[src/rtl/multicycle_main_control.sv]
// ============================================================================
//  Module   : multicycle_main_control
//  Purpose  : Main control FSM of the multicycle CPU, with a memory watchdog.
//  Revision : 1.0
// ============================================================================
`default_nettype none

module multicycle_main_control #(
  parameter int MEM_TIMEOUT = 15
) (
  input  logic       clk,
  input  logic       reset,
  input  logic [5:0] opcode,
  input  logic       mem_ready,
  output logic [3:0] state,
  output logic       pc_write_uncond,
  output logic       ir_write,
  output logic       mem_read,
  output logic       mem_write,
  output logic       i_or_d,
  output logic       reg_write,
  output logic [1:0] reg_dst,
  output logic [1:0] mem_to_reg,
  output logic       alu_src_a,
  output logic [1:0] alu_src_b,
  output logic [1:0] alu_op,
  output logic [1:0] pc_source,
  output logic       mem_fault,
  output logic       illegal_op
);

  typedef enum logic [3:0] {
    S_FETCH   = 4'd0,
    S_DECODE  = 4'd1,
    S_ADDR    = 4'd2,
    S_MEM_RD  = 4'd3,
    S_LOAD_WB = 4'd4,
    S_MEM_WR  = 4'd5,
    S_R_EXEC  = 4'd6,
    S_BRANCH  = 4'd7,
    S_R_WB    = 4'd8,
    S_JUMP    = 4'd9,
    S_I_EXEC  = 4'd10,
    S_I_WB    = 4'd11
  } state_e;

  localparam logic [5:0] C_OP_RTYPE = 6'b000000;
  localparam logic [5:0] C_OP_ADDI  = 6'b000001;
  localparam logic [5:0] C_OP_ANDI  = 6'b000010;
  localparam logic [5:0] C_OP_ORI   = 6'b000011;
  localparam logic [5:0] C_OP_LW    = 6'b000100;
  localparam logic [5:0] C_OP_SW    = 6'b000101;
  localparam logic [5:0] C_OP_J     = 6'b000110;
  localparam logic [5:0] C_OP_JAL   = 6'b000111;
  localparam logic [5:0] C_OP_BGT   = 6'b001000;
  localparam logic [5:0] C_OP_BLT   = 6'b001001;
  localparam logic [5:0] C_OP_BEQ   = 6'b001010;
  localparam logic [5:0] C_OP_BNE   = 6'b001011;

  localparam logic [7:0] C_TIMEOUT = 8'(MEM_TIMEOUT);

  state_e     state_q, state_d;
  logic [7:0] wd_q, wd_d;
  logic       fault_q, fault_d;
  logic       w_in_mem;
  logic       w_expire;
  logic       w_fetch_done;

  assign w_in_mem = (state_q == S_FETCH) || (state_q == S_MEM_RD) || (state_q == S_MEM_WR);

  // A ready arriving on the timeout cycle takes priority over the abort.
  assign w_expire = w_in_mem && !mem_ready && (wd_q == C_TIMEOUT);

  // Reset forces the mem_ready-dependent fetch outputs to their defaults.
  assign w_fetch_done = mem_ready && !reset;

  always_ff @(posedge clk or posedge reset) begin
    if (reset) begin
      state_q <= S_FETCH;
      wd_q    <= 8'd0;
      fault_q <= 1'b0;
    end else begin
      state_q <= state_d;
      wd_q    <= wd_d;
      fault_q <= fault_d;
    end
  end

  always_comb begin
    state_d         = state_q;
    pc_write_uncond = 1'b0;
    ir_write        = 1'b0;
    mem_read        = 1'b0;
    mem_write       = 1'b0;
    i_or_d          = 1'b0;
    reg_write       = 1'b0;
    reg_dst         = 2'd0;
    mem_to_reg      = 2'd0;
    alu_src_a       = 1'b0;
    alu_src_b       = 2'd0;
    alu_op          = 2'd0;
    pc_source       = 2'd0;
    illegal_op      = 1'b0;

    case (state_q)
      S_FETCH: begin
        mem_read = !w_expire;
        if (w_fetch_done) begin
          ir_write        = 1'b1;
          alu_src_b       = 2'd1;
          pc_write_uncond = 1'b1;
          state_d         = S_DECODE;
        end
      end

      S_DECODE: begin
        alu_src_b = 2'd3;
        case (opcode)
          C_OP_LW, C_OP_SW:                  state_d = S_ADDR;
          C_OP_RTYPE:                        state_d = S_R_EXEC;
          C_OP_ADDI, C_OP_ANDI, C_OP_ORI:    state_d = S_I_EXEC;
          C_OP_BGT, C_OP_BLT, C_OP_BEQ,
          C_OP_BNE:                          state_d = S_BRANCH;
          C_OP_J, C_OP_JAL:                  state_d = S_JUMP;
          default: begin
            illegal_op = 1'b1;
            state_d    = S_FETCH;
          end
        endcase
      end

      S_ADDR: begin
        alu_src_a = 1'b1;
        alu_src_b = 2'd2;
        state_d   = (opcode == C_OP_SW) ? S_MEM_WR : S_MEM_RD;
      end

      S_MEM_RD: begin
        mem_read = !w_expire;
        i_or_d   = 1'b1;
        if (mem_ready)     state_d = S_LOAD_WB;
        else if (w_expire) state_d = S_FETCH;
      end

      S_LOAD_WB: begin
        reg_write  = 1'b1;
        mem_to_reg = 2'd1;
        state_d    = S_FETCH;
      end

      S_MEM_WR: begin
        mem_write = !w_expire;
        i_or_d    = 1'b1;
        if (mem_ready || w_expire) state_d = S_FETCH;
      end

      S_R_EXEC: begin
        alu_src_a = 1'b1;
        alu_op    = 2'd2;
        state_d   = S_R_WB;
      end

      S_BRANCH: begin
        // The PC-write controller qualifies the branch from the state code.
        alu_src_a = 1'b1;
        alu_op    = 2'd1;
        pc_source = 2'd1;
        state_d   = S_FETCH;
      end

      S_R_WB: begin
        reg_write = 1'b1;
        reg_dst   = 2'd1;
        state_d   = S_FETCH;
      end

      S_JUMP: begin
        pc_source       = 2'd2;
        pc_write_uncond = 1'b1;
        if (opcode == C_OP_JAL) begin
          reg_write  = 1'b1;
          reg_dst    = 2'd2;
          mem_to_reg = 2'd2;
        end
        state_d = S_FETCH;
      end

      S_I_EXEC: begin
        alu_src_a = 1'b1;
        alu_src_b = 2'd2;
        alu_op    = 2'd3;
        state_d   = S_I_WB;
      end

      S_I_WB: begin
        reg_write = 1'b1;
        state_d   = S_FETCH;
      end

      default: state_d = S_FETCH;
    endcase
  end

  // Watchdog restarts on every state change and after an abort in FETCH.
  always_comb begin
    wd_d = wd_q;
    if ((state_d != state_q) || w_expire)
      wd_d = 8'd0;
    else if (w_in_mem && !mem_ready)
      wd_d = wd_q + 8'd1;
  end

  assign fault_d   = fault_q | w_expire;
  assign state     = state_q;
  assign mem_fault = fault_q;

endmodule

`default_nettype wire
[config.mk]
export PLATFORM = sky130hd
export DESIGN_NAME = multicycle_main_control
export DESIGN_NICKNAME = d
export VERILOG_FILES = /design/src/rtl/multicycle_main_control.sv
export SDC_FILE = /design/constraint.sdc
export NUM_CORES = 1
export LEC_CHECK = 0
export BUFFER_PORTS_ARGS = -buffer_cell sky130_fd_sc_hd__buf_2
export CORE_AREA = 4 4 46 58
export CTS_BUF_LIST = sky130_fd_sc_hd__clkbuf_4 sky130_fd_sc_hd__clkbuf_8 sky130_fd_sc_hd__clkbuf_16
export CTS_CLUSTER_DIAMETER = 60
export DETAILED_ROUTE_END_ITERATION = 8
export DIE_AREA = 0 0 50 62
export PLACE_DENSITY_LB_ADDON = 0.25
export SLEW_MARGIN = 20
export SYNTH_ARGS = -nofsm -noshare
export SYNTH_HDL_FRONTEND = slang
export SYNTH_SLANG_ARGS = --single-unit
export TNS_END_PERCENT = 50
[constraint.sdc]
create_clock -name clk -period 4 [get_ports clk]
set_input_delay 0.4 -clock clk [delete_from_list [all_inputs] [get_ports clk]]
set_output_delay 0.4 -clock clk [all_outputs]
set_load 0.01 [all_outputs]
-- After elaboration in Yosys (flattened, before gate mapping)
Index checks and enable logic that the tools add are counted.
Widths: inputs -> output; s select.
- $add $sub $neg: 1
- multipliers: 0
- reduce and logical (&&, ||, !) cells: 23
- mux-type cells: 27
- shifts and indexed selects: 0
- bitwise operators: 1
- div/mod/pow operators: 0
- equality and inequality tests: 24
- order comparisons: 0
- operators with widths (operator ; number):
    $pmux 4 s7 ; 1
    $eq 6x3->1 const B ; 4
    $eq 6x4->1 const B ; 4
    $pmux 4 s5 ; 1
    $eq 4x3->1 const B ; 4
    $eq 4x4->1 const B ; 4
    $mux 4 ; 4
    $mux 8 ; 2
    $eq 6x2->1 const B ; 2
    $pmux 2 s2 ; 3
    $pmux 2 s3 ; 2
    $reduce_or 12->1 ; 1
    $mux 1 ; 10
    $reduce_or 2->1 ; 5
    $add 8x1->8 const B ; 1
    $eq 4x2->1 const B ; 2
    $eq 8x4->1 const B ; 1
    $reduce_or 4->1 ; 2
    $eq 6x1->1 const B ; 1
    $logic_not 6->1 ; 1
    $reduce_or 3->1 ; 2
    $eq 4x1->1 const B ; 1
    $logic_not 4->1 ; 1
    $logic_or 1x1->1 ; 4
    8 further kinds ; 13
- logic and storage cells: 79
- memories kept: 0
- memory bits (read-only): 0
- output and inout bits: 23
- latch bits: 0
- bits of input ports: 9
- bits in writable memories: 0
- register bits: 13

-- Longest topological paths before layout
- word-level depth: 11
- mapped depth: 8
- gate-level depth less buffers: 6

-- Least setup slack after synthesis
OpenSTA, ideal clock, no wires.
- kind: reg2reg
- start point: register state_q[1], in the netlist state[1]
- end point: register wd_q[0]
- path slack: 1.852 ns
- required time: 3.846 ns
- library setup time: 0.154 ns
- period minus slack after synthesis: 2.148 ns
- cell stages (with the launch flop): 9
- data arrival time: 1.994 ns
- path buffers: 3
- cell sequence: dfrtp_1 > buf_4 > or4b_1 > buf_2 > a2111oi_2 > a2111o_1 > or3b_1 > buf_2 > nor4_1
- word-level cells in the longest chain between the ends: 11
- elaborated cells between the ends (all ways): 21
- classes of those cells: eq/ne (7); mux (6); reduce/logical (8)
- ends and longest elaborated chain (what ; RTL line ; text):
    start, declared ; 62 ; state_e state_q, state_d;
    start signal, assigned ; 83 ; state_q <= state_d;
    $eq 4x2->1 or $logic_not 4->1 (tied branches) ; 69, 105 ;
    $logic_or 1x1->1 (2 in series) ; 69 ; assign w_in_mem = (state_q == S_FETCH) || (state_q == S_MEM_RD) || (state_q == S_MEM_WR);
    $logic_and 1x1->1 ; 72, 209 ;
    $logic_and 1x1->1 ; 72 ; assign w_expire = w_in_mem && !mem_ready && (wd_q == C_TIMEOUT);
    $mux 4 or $logic_or 1x1->1 (tied branches) ; 142, 154 ;
    $mux 4, on equally long branches ; 141, 154 ;
    $pmux 4 s7 ; 105 ; case (state_q)
    $ne 4x4->1 ; 207 ; if ((state_d != state_q) || w_expire)
    $logic_or 1x1->1 ; 207 ;
    $mux 8 or $reduce_bool 2->1 (tied branches) ; - ;
    end signal, assigned ; 84 ; wd_q <= wd_d;
    end, declared ; 63 ; logic [7:0] wd_q, wd_d;
Several ways; a longest one is shown, not always the timed one.
A chain may end at the register's enable or synchronous reset.

-- Worst setup path after layout
- start point: register state_q[0], in the netlist state[0]
- end point: output port mem_write
- word-level cells in the longest chain between the ends: 7
- elaborated cells between the ends (all ways): 9
- classes of those cells: eq/ne (2); mux (1); reduce/logical (6)
- ends and longest elaborated chain (what ; RTL line ; text):
    $eq 4x2->1 or $logic_not 4->1 (tied branches) ; 69 ;
    $logic_or 1x1->1 (2 in series) ; 69 ;
    $logic_and 1x1->1 (2 in series) ; 72 ;
    $logic_not 1->1 ; 152 ; mem_write = !w_expire;
    $mux 1 (*) ; 105 ;
    end, declared ; 19 ; output logic mem_write,
Mark *: on every way between the ends. The rest lies on a longest branch, timed or not.

==> flow_metrics.env <==
export IMPL_clockBufferDepth=2
export IMPL_dr_pass1_iters=4
export IMPL_drive_gt1_share_pct=29.8
export IMPL_synth_warnings=0
export IMPL_crit_type="register to output port"
export IMPL_route_detailed_drc=0
export IMPL_hold_viol_final=0
export IMPL_grt_ovfl_total=0
export IMPL_layout_commonest_cell="buf_2"
export IMPL_worstSetupStartpointType="register"
export IMPL_worst_ep_required_time_ns=3.60
export IMPL_cts_buffers=3
export IMPL_detailedRoute_firstIterationViolations=23
export IMPL_rrSetupSlack_ns=1.57
export IMPL_r2r_cells=5
export IMPL_clkSlewWorstSetupHoldPaths_ns=0.07
export IMPL_grt_pass1_wl_um=4330
export IMPL_register_area_um2=325
export IMPL_place_ws_ns=1.52
export IMPL_finalSetupViolations=0
export IMPL_hp_class="input port to asynchronous set/reset pin"
export IMPL_maxClockFrequency_mhz=360
export IMPL_synth_area_per_cell_um2=8.28
export IMPL_n_antenna_cell=0
export IMPL_async_flop_share_pct=100
export IMPL_die_area_um2=3100
export IMPL_grt_pass1_vias=1012
export IMPL_die_h_um=62
export IMPL_end_kind="output port"
export IMPL_cp_data_arrival_time_ns=2.38
export IMPL_status="complete, no violations"
export IMPL_cts_num_sinks=13
export IMPL_seq_power_share_pct=31.3
export IMPL_fin_crit_ns=2.78
export IMPL_row_count=19
export IMPL_place_congestion=0.849
export IMPL_slew_headroom_pct=45.4
export IMPL_syn_area_um2=1110
export IMPL_ys_seq_area_share_pct=29.3
export IMPL_final_cell_mix="buf_2 (31), nor2_1 (14), dfrtp_1 (13), nand2_1 (12), nor4_1 (12)"
export IMPL_cts_tree="built"
export IMPL_die_w_um=50
export IMPL_wl_um=2720
export IMPL_finClkSkew_ns=0.00185
export IMPL_antenna_found_initial=0
export IMPL_multi_input_area_um2=706
export IMPL_grt_setup_unrepaired="false"
export IMPL_synth_edff_count=0
export IMPL_combPwrFrac_pct=55.7
export IMPL_hold_buffers=0
export IMPL_synthCells=134
export IMPL_ctsHtreeMaxLevel=1
export IMPL_routedWlPerCell_um=14.2
export IMPL_postRouteAntennaNets=0
export IMPL_hpwl_um=2150
export IMPL_clk_latency_ns=0.27
export IMPL_synth_net_count=144
export IMPL_post_cts_setup_buffers=0
export IMPL_nFillCells=211
export IMPL_grt_max_degree=19
export IMPL_core_area_um2=2160
export IMPL_r2r_end="wd_q[5]"
export IMPL_synth_seq_cells=13
export IMPL_worstMarginPinSlew_ns=0.812
export IMPL_start_util_pct=51.3
export IMPL_cts_root_buf="clkbuf_4"
export IMPL_pwr_share_clk_pct=13.0
export IMPL_final_nets=172
export IMPL_final_max_slew_viol_count=0
export IMPL_ys_flop_type="dfrtp_1"
export IMPL_cellLeakagePower_uw=0.000609
export IMPL_switching_share_pct=47.8
export IMPL_yosys_cell_types_count=47
export IMPL_viasPerCell=5.76
export IMPL_io_buffers=31
export IMPL_reg2reg_from="state[0]"
export IMPL_grt_total_usage_pct=18.3
export IMPL_fin_tns_setup_ns=0
export IMPL_cts_resized=0
export IMPL_power_density_nw_per_um2=513
export IMPL_intPower_uw=342
export IMPL_max_cap_violations=0
export IMPL_path_max_fanout=16
export IMPL_route_vias_total=1105
export IMPL_p_switching_uw=314
export IMPL_ir_drop_v=0.000275
export IMPL_final_period_utilization_pct=69.5
export IMPL_syn_to_final_growth_pct=15.1
export IMPL_ios=32
export IMPL_worst_slack_ns=1.22
power groups by stage:
stage / Combinational, µW / Sequential, µW / Clock (µW)
4_1_cts: 367 / 203 / 87.9
2_1_floorplan: 312 / 172 / 0
6_report: 365 / 205 / 85.3
5_1_grt: 401 / 210 / 93.2
3_5_place_dp: 364 / 206 / 0
3_3_place_gp: 360 / 202 / 0
flip-flops by register name, summed over array words and instances, names as in the netlist:
register   flops
mem_fault      1
state          4
wd_q           8
cell usage after synthesis (2+ instances only):
cell type | number | area share, %
buf_4 | 2 | 1.4
xor2_1 | 2 | 1.6
nand2_1 | 12 | 4.1
o21a_1 | 3 | 2.0
nand3_1 | 3 | 1.4
xnor2_1 | 6 | 4.7
or3_1 | 4 | 2.3
inv_1 | 6 | 2.0
buf_6 | 2 | 2.0
or4b_1 | 2 | 1.8
nor4_1 | 12 | 6.8
o21ai_0 | 3 | 1.4
a21oi_1 | 2 | 0.90
nor3_1 | 7 | 3.2
nand2b_2 | 2 | 1.6
buf_2 | 3 | 1.4
nand2b_1 | 5 | 2.8
a31oi_1 | 2 | 1.1
or2_2 | 3 | 1.7
nor2_1 | 14 | 4.7
dfrtp_1 | 13 | 29
metrics by stage:
stage | util [%] | hold WS [ns] | power (µW) | instance area (µm²) | std cells
5_1_grt | 59.1 | 0.198 | 705 | 1280 | 192
2_1_floorplan | - | 0.285 | 484 | 1110 | 134
3_5_place_dp | 57.7 | 0.463 | 571 | 1250 | 188
4_1_cts | 59.1 | 0.172 | 658 | 1280 | 192
3_3_place_gp | 57.7 | 0.449 | 563 | 1250 | 188
6_report | 59.1 | 0.173 | 656 | 1280 | 192
cell type report:
type | instances | area share [%]
multi-input cells | 107 | 55.2
flip-flops and latches | 13 | 25.5
repair buffers | 31 | 12.1
well taps | 31 | 3.04
clock buffers | 4 | 2.35
inverters | 6 | 1.76
routing by layer:
metal / vias up / GRT usage [%] / wire [µm]
li1: 545 / - / -
met1: 522 / 20.6 / 1100
met2: 34 / 34.5 / 1470
met3: 4 / 1.43 / 114
met4: 0 / 10.3 / 34
met5: - / 0 / 0
logic make-up after synthesis:
family          Yosys count  share of synthesized area [%]
xor+xnor                  8                           6.31
flops                    13                           29.3
compound gates           24                           18.4
simple gates             73                           36.9
buf+inv                  14                           7.10
mux                       1                          0.902
fa+ha+maj                 1                           1.13
how the worst max path moves through the flow:
stage	from	end	slack, ns	depth (start not counted)
final	state[0]	mem_write	1.22	5
after global routing	state[0]	mem_write	1.09	5
after CTS	state[0]	mem_write	1.21	5
after detailed placement	state[0]	mem_write	1.52	5
after global placement	state[0]	mem_write	1.56	5
after floorplan	state[1]	wd_q[0]	1.85	8
worst max-delay path, stage by stage, from the launching register on:
cell and delay, ns:
dfrtp_1 0.65, or3b_2 0.54, o22a_4 0.28, nor3_2 0.37
nor3_1 0.11, buf_2 0.15
Power figures use the tool's default switching activity.
